<file path="config.mk">
export PLATFORM = sky130hd
export DESIGN_NAME = ps2_host_tx
export DESIGN_NICKNAME = d
export VERILOG_FILES = /design/src/rtl/ps2_host_tx.sv
export SDC_FILE = /design/constraint.sdc
export NUM_CORES = 1
export LEC_CHECK = 0
export BUFFER_PORTS_ARGS = -buffer_cell sky130_fd_sc_hd__buf_4
export CORE_MARGIN = 1.5
export CORE_UTILIZATION = 40
export CTS_BUF_LIST = sky130_fd_sc_hd__clkbuf_4
export DETAILED_ROUTE_END_ITERATION = 16
export PLACE_DENSITY = 0.59
export SLEW_MARGIN = 20
export SYNTH_ARGS = -nofsm -noshare
export SYNTH_HDL_FRONTEND = slang
export SYNTH_SLANG_ARGS = --single-unit
</file>
<file path="constraint.sdc">
create_clock -name clk -period 4.8 [get_ports clk]
set_input_delay 0.24 -clock clk [delete_from_list [all_inputs] [get_ports clk]]
set_output_delay 0.24 -clock clk [all_outputs]
set_load 0.02 [all_outputs]
</file>
<file path="src/rtl/ps2_host_tx.sv">
// ps2_host_tx -- host-to-device PS/2 command transmitter.
//
// Sends one command byte (e.g. 0xED set-LEDs, 0xFF reset) to the device.
// The sequence is: hold the clock low (inhibit), request-to-send with the
// start bit, shift out 8 data bits LSB first plus odd parity and the stop
// bit on device-generated falling clock edges, then check the device ack.
// Both lines are open-collector. The top level forms
// line = drive_low ? 0 : Z and shares the lines with the existing receiver.
//
// Ports:
//   clk                 system clock (100 MHz)
//   rst_n               asynchronous active-low reset
//   tx_data[7:0]        command byte, taken when tx_valid && tx_ready
//   tx_valid            send request
//   tx_ready            high only while idle
//   ps2_clk_in          raw PS/2 clock line level (asynchronous)
//   ps2_data_in         raw PS/2 data line level (asynchronous)
//   ps2_clk_drive_low   1 = pull PS/2 clock low
//   ps2_data_drive_low  1 = pull PS/2 data low
//   busy                high in every state except idle
//   done                one-cycle pulse on an acked transfer
//   error               one-cycle pulse on nack or timeout
module ps2_host_tx #(
   parameter int unsigned INHIBIT_CYCLES = 12000,
   parameter int unsigned TIMEOUT_CYCLES = 2000000,
   parameter int unsigned FILTER_CYCLES  = 8
) (
   input  logic       clk,
   input  logic       rst_n,
   input  logic [7:0] tx_data,
   input  logic       tx_valid,
   output logic       tx_ready,
   input  logic       ps2_clk_in,
   input  logic       ps2_data_in,
   output logic       ps2_clk_drive_low,
   output logic       ps2_data_drive_low,
   output logic       busy,
   output logic       done,
   output logic       error
);

   localparam int unsigned IW = $clog2(INHIBIT_CYCLES + 1);
   localparam int unsigned TW = $clog2(TIMEOUT_CYCLES + 1);
   localparam int unsigned FW = $clog2(FILTER_CYCLES + 1);

   typedef enum logic [2:0] {
      IDLE,
      INHIBIT,
      RTS,
      XFER,
      WAIT_IDLE,
      ABORT
   } state_t;

   // Bit 0 = PS/2 clock, bit 1 = PS/2 data.
   logic [1:0]    sync1;
   logic [1:0]    sync2;
   logic [1:0]    filt;
   logic [FW-1:0] fcnt [2];
   logic          clk_filt_d;
   logic          fall;

   state_t        state;
   logic [8:0]    shreg;     // {parity, data}; bit 0 goes out next
   logic [3:0]    bitn;
   logic [IW-1:0] icnt;
   logic [TW-1:0] tcnt;
   logic          timeout;

   // Lines idle high; filters come out of reset already at the idle level.
   always_ff @(posedge clk or negedge rst_n) begin
      if (!rst_n) begin
         sync1      <= '1;
         sync2      <= '1;
         filt       <= '1;
         fcnt[0]    <= '0;
         fcnt[1]    <= '0;
         clk_filt_d <= 1'b1;
      end else begin
         sync1      <= {ps2_data_in, ps2_clk_in};
         sync2      <= sync1;
         clk_filt_d <= filt[0];
         for (int unsigned i = 0; i < 2; i++) begin
            if (sync2[i] == filt[i]) begin
               fcnt[i] <= '0;
            end else if (fcnt[i] == FW'(FILTER_CYCLES - 1)) begin
               filt[i] <= sync2[i];
               fcnt[i] <= '0;
            end else begin
               fcnt[i] <= fcnt[i] + 1'b1;
            end
         end
      end
   end

   assign fall    = clk_filt_d & ~filt[0];
   assign timeout = (tcnt == TW'(TIMEOUT_CYCLES - 1));

   always_ff @(posedge clk or negedge rst_n) begin
      if (!rst_n) begin
         state              <= IDLE;
         shreg              <= '0;
         bitn               <= '0;
         icnt               <= '0;
         tcnt               <= '0;
         tx_ready           <= 1'b1;
         busy               <= 1'b0;
         done               <= 1'b0;
         error              <= 1'b0;
         ps2_clk_drive_low  <= 1'b0;
         ps2_data_drive_low <= 1'b0;
      end else begin
         done  <= 1'b0;
         error <= 1'b0;
         case (state)
            IDLE: begin
               if (tx_valid) begin
                  shreg             <= {~^tx_data, tx_data};
                  icnt              <= '0;
                  ps2_clk_drive_low <= 1'b1;
                  tx_ready          <= 1'b0;
                  busy              <= 1'b1;
                  state             <= INHIBIT;
               end
            end
            INHIBIT: begin
               if (icnt == IW'(INHIBIT_CYCLES - 1)) begin
                  ps2_data_drive_low <= 1'b1;   // start bit
                  state              <= RTS;
               end else begin
                  icnt <= icnt + 1'b1;
               end
            end
            RTS: begin
               ps2_clk_drive_low <= 1'b0;
               tcnt              <= '0;
               bitn              <= '0;
               state             <= XFER;
            end
            XFER: begin
               tcnt <= tcnt + 1'b1;
               // Timeout is tested first so it wins over a same-cycle fall.
               if (timeout) begin
                  ps2_data_drive_low <= 1'b0;
                  state              <= ABORT;
               end else if (fall) begin
                  bitn <= bitn + 1'b1;
                  if (bitn < 4'd9) begin
                     ps2_data_drive_low <= ~shreg[0];
                     shreg              <= {1'b0, shreg[8:1]};
                  end else if (bitn == 4'd9) begin
                     ps2_data_drive_low <= 1'b0;   // stop bit: release
                  end else if (filt[1]) begin
                     state <= ABORT;                // nack
                  end else begin
                     state <= WAIT_IDLE;
                  end
               end
            end
            WAIT_IDLE: begin
               tcnt <= tcnt + 1'b1;
               if (timeout) begin
                  state <= ABORT;
               end else if (filt == 2'b11) begin
                  done     <= 1'b1;
                  tx_ready <= 1'b1;
                  busy     <= 1'b0;
                  state    <= IDLE;
               end
            end
            ABORT: begin
               ps2_clk_drive_low  <= 1'b0;
               ps2_data_drive_low <= 1'b0;
               error              <= 1'b1;
               tx_ready           <= 1'b1;
               busy               <= 1'b0;
               state              <= IDLE;
            end
            default: begin
               state <= IDLE;
            end
         endcase
      end
   end

endmodule

</file>
==> impl_metrics.env <==
export IMPL_worstRegToRegCells=7
export IMPL_finalPower_mw=1.87
export IMPL_globalRoute_totalOverflow=0
export IMPL_cp_start_kind="register"
export IMPL_wl_met1_um=3550
export IMPL_status="finished with violations"
export IMPL_ant_nets=0
export IMPL_cp_data_required_time_ns=5.10
export IMPL_cts_buffer_depth=2
export IMPL_final_net_count=410
export IMPL_hpwl_um=4990
export IMPL_fin_skew_ns=0.0145
export IMPL_synth_compound_area_share_pct=12.5
export IMPL_cts_tree="yes"
export IMPL_cts_made_buffers=9
export IMPL_crit_slowest_cell="dfrtp_1"
export IMPL_antenna_found_initial=0
export IMPL_grt_start_max_net_pins=73
export IMPL_drt_total_wl_um=7160
export IMPL_worstHoldPathCells=3
export IMPL_cts_sinks=72
export IMPL_syn_area_per_cell_sq_um=9.98
export IMPL_die_h_um=98.8
export IMPL_synthAdderAreaFrac_pct=2.39
export IMPL_violations="DRC"
export IMPL_vias=2669
export IMPL_gp_congestion=0.888
export IMPL_design_die_area_sq_mm=0.00976
export IMPL_rsz0062_at_grt="false"
export IMPL_final_setup_tns_ns=0
export IMPL_diodes=0
export IMPL_regArea_sq_mm=0.00181
export IMPL_ys_flop_type="dfrtp_1"
export IMPL_worst_path_buf_inv=0
export IMPL_syn_nets=388
export IMPL_clock_latency_ns=0.41
export IMPL_die_x_um=98.8
export IMPL_async_reset_ff_share_pct=100
export IMPL_route_met3_wl_um=360
export IMPL_p_leak_nw=1.76
export IMPL_yosys_register_bits=72
export IMPL_root_buffer="clkbuf_4"
export IMPL_dr_first_iter_drc_count=163
export IMPL_synth_cells=368
export IMPL_wl_met2_um=3130
export IMPL_timing_fmax_mhz=417
export IMPL_multiInputGateArea_sq_mm=0.00178
export IMPL_row_count=34
export IMPL_drt_wirelength_per_cell_um=14.2
export IMPL_end_kind="register"
export IMPL_synth_cell_type_count=59
export IMPL_seq_area_frac_synth_pct=49.3
export IMPL_drive_gt1_share_pct=17.7
export IMPL_crit_fanout=9
export IMPL_finalHoldViolations=0
export IMPL_ios=19
export IMPL_via_per_inst=5.31
export IMPL_cts_resized_gates=0
export IMPL_setup_viol_count_final=0
export IMPL_dr_pass1_iters=13
export IMPL_period_needed_ns=2.40
export IMPL_coreArea_sq_mm=0.00881
export IMPL_grt_pass1_wl_um=12800
export IMPL_critical_path_class="register to register"
export IMPL_top_layer_used="met4"
export IMPL_synth_top_area_cell="dfrtp_1"
export IMPL_syn_cell_area_sq_mm=0.00367
export IMPL_timing_final_crit_share_pct=50.0
export IMPL_crit_arrival_ns=2.70
export IMPL_synth_warnings=0
export IMPL_synthMuxAreaShare_pct=6.03
export IMPL_first_global_vias=2669
export IMPL_crit_chain="ha_1 > nand4_1 > nor3_4 > a21oi_2 > nand4b_1 > a21o_1 > mux2_4"
export IMPL_synth_xor_area_share_pct=5.49
export IMPL_yosys_area_top_type_share_pct=43.6
export IMPL_synthTopCellsByArea="dfrtp_1, dfstp_2, o21ai_0, nor2_1, xnor2_1"
export IMPL_critical_path_cell_count=7
export IMPL_area_growth_pct=10.6
export IMPL_power_density_mw_per_mm2=462
export IMPL_synthSimpleGateAreaFrac_pct=21.8
export IMPL_slowest_delay_ns=0.44
export IMPL_drc=2
export IMPL_grt_usage_pct=16.2
export IMPL_numPortBuffers=18
export IMPL_clk_pin_slew_ns=0.12
export IMPL_htreeDepth=3
export IMPL_fillers=846
export IMPL_drv_slew=0
export IMPL_min_path_type="input pin to register"
export IMPL_tightest_slew_ns=0.887
export IMPL_maxCapViolCount=0
export IMPL_synth_top_family_by_area="simple AND/OR/NAND/NOR gates"
export IMPL_initial_core_util_pct=41.7
export IMPL_path_delay_family="simple AND/OR/NAND/NOR gates"
export IMPL_slew_limit_headroom_pct=40.9
export IMPL_irDropWorstVdd_mv=0.232
export IMPL_synth_edf_count=0
==> path summary, 6_finish.rpt <==
kind | slack [ns] | startpoint | end
max reg2reg | 2.40 | tcnt[0]$_DFFE_PN0P_ | shreg[7]$_DFFE_PN0P_
min in group asynchronous | 0.48 | rst_n | fcnt[2]$_DFF_PN0_
min | 0.20 | tx_data[2] | shreg[2]$_DFFE_PN0P_
min reg2reg | 0.36 | sync1[0]$_DFF_PN1_ | sync2[0]$_DFF_PN1_
max | 2.40 | tcnt[0]$_DFFE_PN0P_ | shreg[7]$_DFFE_PN0P_
max in group asynchronous | 3.73 | rst_n | icnt[12]$_DFFE_PN0P_
==> cells in the final DEF, fill, tap and decap left out, types with 3 or more instances in the layout <==
cell type / n
dfrtp_1: 64
nor2_1: 36
nand2_1: 34
o21ai_0: 30
nand3_1: 26
buf_4: 19
xnor2_1: 15
a21oi_1: 15
nand4_1: 12
clkbuf_4: 12
nor3_1: 11
inv_1: 8
and3_1: 8
xor2_1: 8
mux2_2: 8
mux2_4: 8
dfstp_2: 8
ha_1: 7
nor2b_1: 4
a31oi_1: 4
and2_1: 3
nand2b_1: 3
a21o_1: 3
o31ai_1: 3
clkinv_2: 3
dlygate4sd3_1: 3
==> routing by layer <==
metal | track usage (%) | vias up
li1 | - | 1361
met1 | 23.3 | 1246
met2 | 23.8 | 52
met3 | 2.98 | 10
met4 | 7.36 | 0
met5 | 0 | -
==> report_power, final <==
group          switching (mW)  internal [mW]
Clock                   0.203          0.174
Combinational           0.337          0.279
Sequential              0.139          0.742
Total                   0.679           1.20
==> cell type report <==
class / count / area share [%]
Clock buffer: 12 / 2.22
Clock inverter: 4 / 1.11
Inverter: 8 / 0.740
Multi-Input combinational cell: 277 / 43.7
Sequential cell: 72 / 44.6
Tap cell: 108 / 3.33
Timing Repair Buffer: 22 / 4.25
==> synth_stat cells (all sizes together), types with 4 or more instances <==
cell type,number
a31oi,4
xor2,8
nor2b,4
nand3,26
buf,8
nor2,37
dfrtp,64
inv,8
nor3,12
dfstp,8
o21ai,31
and3,9
mux2,17
ha,7
xnor2,15
nand4,12
nand2,35
a21oi,17
==> worst reg2reg max path: stages (launching register included) <==
cell and delay, ns:
dfrtp_1 0.44, ha_1 0.25, nand4_1 0.27, nor3_4 0.30
a21oi_2 0.15, nand4b_1 0.12, a21o_1 0.44, mux2_4 0.34
==> cells by family after synthesis <==
kind of cell | after synthesis
adder cells (fa/ha/maj) | 7
multiplexers | 17
AND/OR/NAND/NOR | 155
XOR/XNOR | 23
buffers and inverters | 19
flip-flops | 72
AO/OA/AOI/OAI | 75
==> what timing repair did <==
item / 4_1_cts / 5_1_grt
buffers inserted: 0 / 0
endpoints found under the hold margin: 66 / 0
hold buffers: 3 / 0
==> state kept, by name (all words and copies together) (netlist names) <==
signal,cells
bitn,4
busy,1
clk_filt_d,1
done,1
error,1
fcnt,8
filt,2
icnt,14
ps2_clk_drive_low,1
ps2_data_drive_low,1
shreg,9
state,3
sync1,2
sync2,2
tcnt,21
tx_ready,1
==> stage by stage <==
stage / instances / cell area (sq um) / util, % / worst slack (ns) / hold WS [ns]
global placement: 484 / 3890 / 44.2 / 2.38 / 0.347
CTS: 503 / 4060 / 46.1 / 2.39 / 0.173
global route: 503 / 4060 / 46.1 / 2.15 / 0.184
finish: 503 / 4060 / 46.1 / 2.40 / 0.196
floorplan: 368 / 3670 / - / 2.82 / -0.0556
detailed placement: 484 / 3890 / 44.2 / 2.41 / 0.351
No activity file was read; power rests on OpenSTA's default activity.
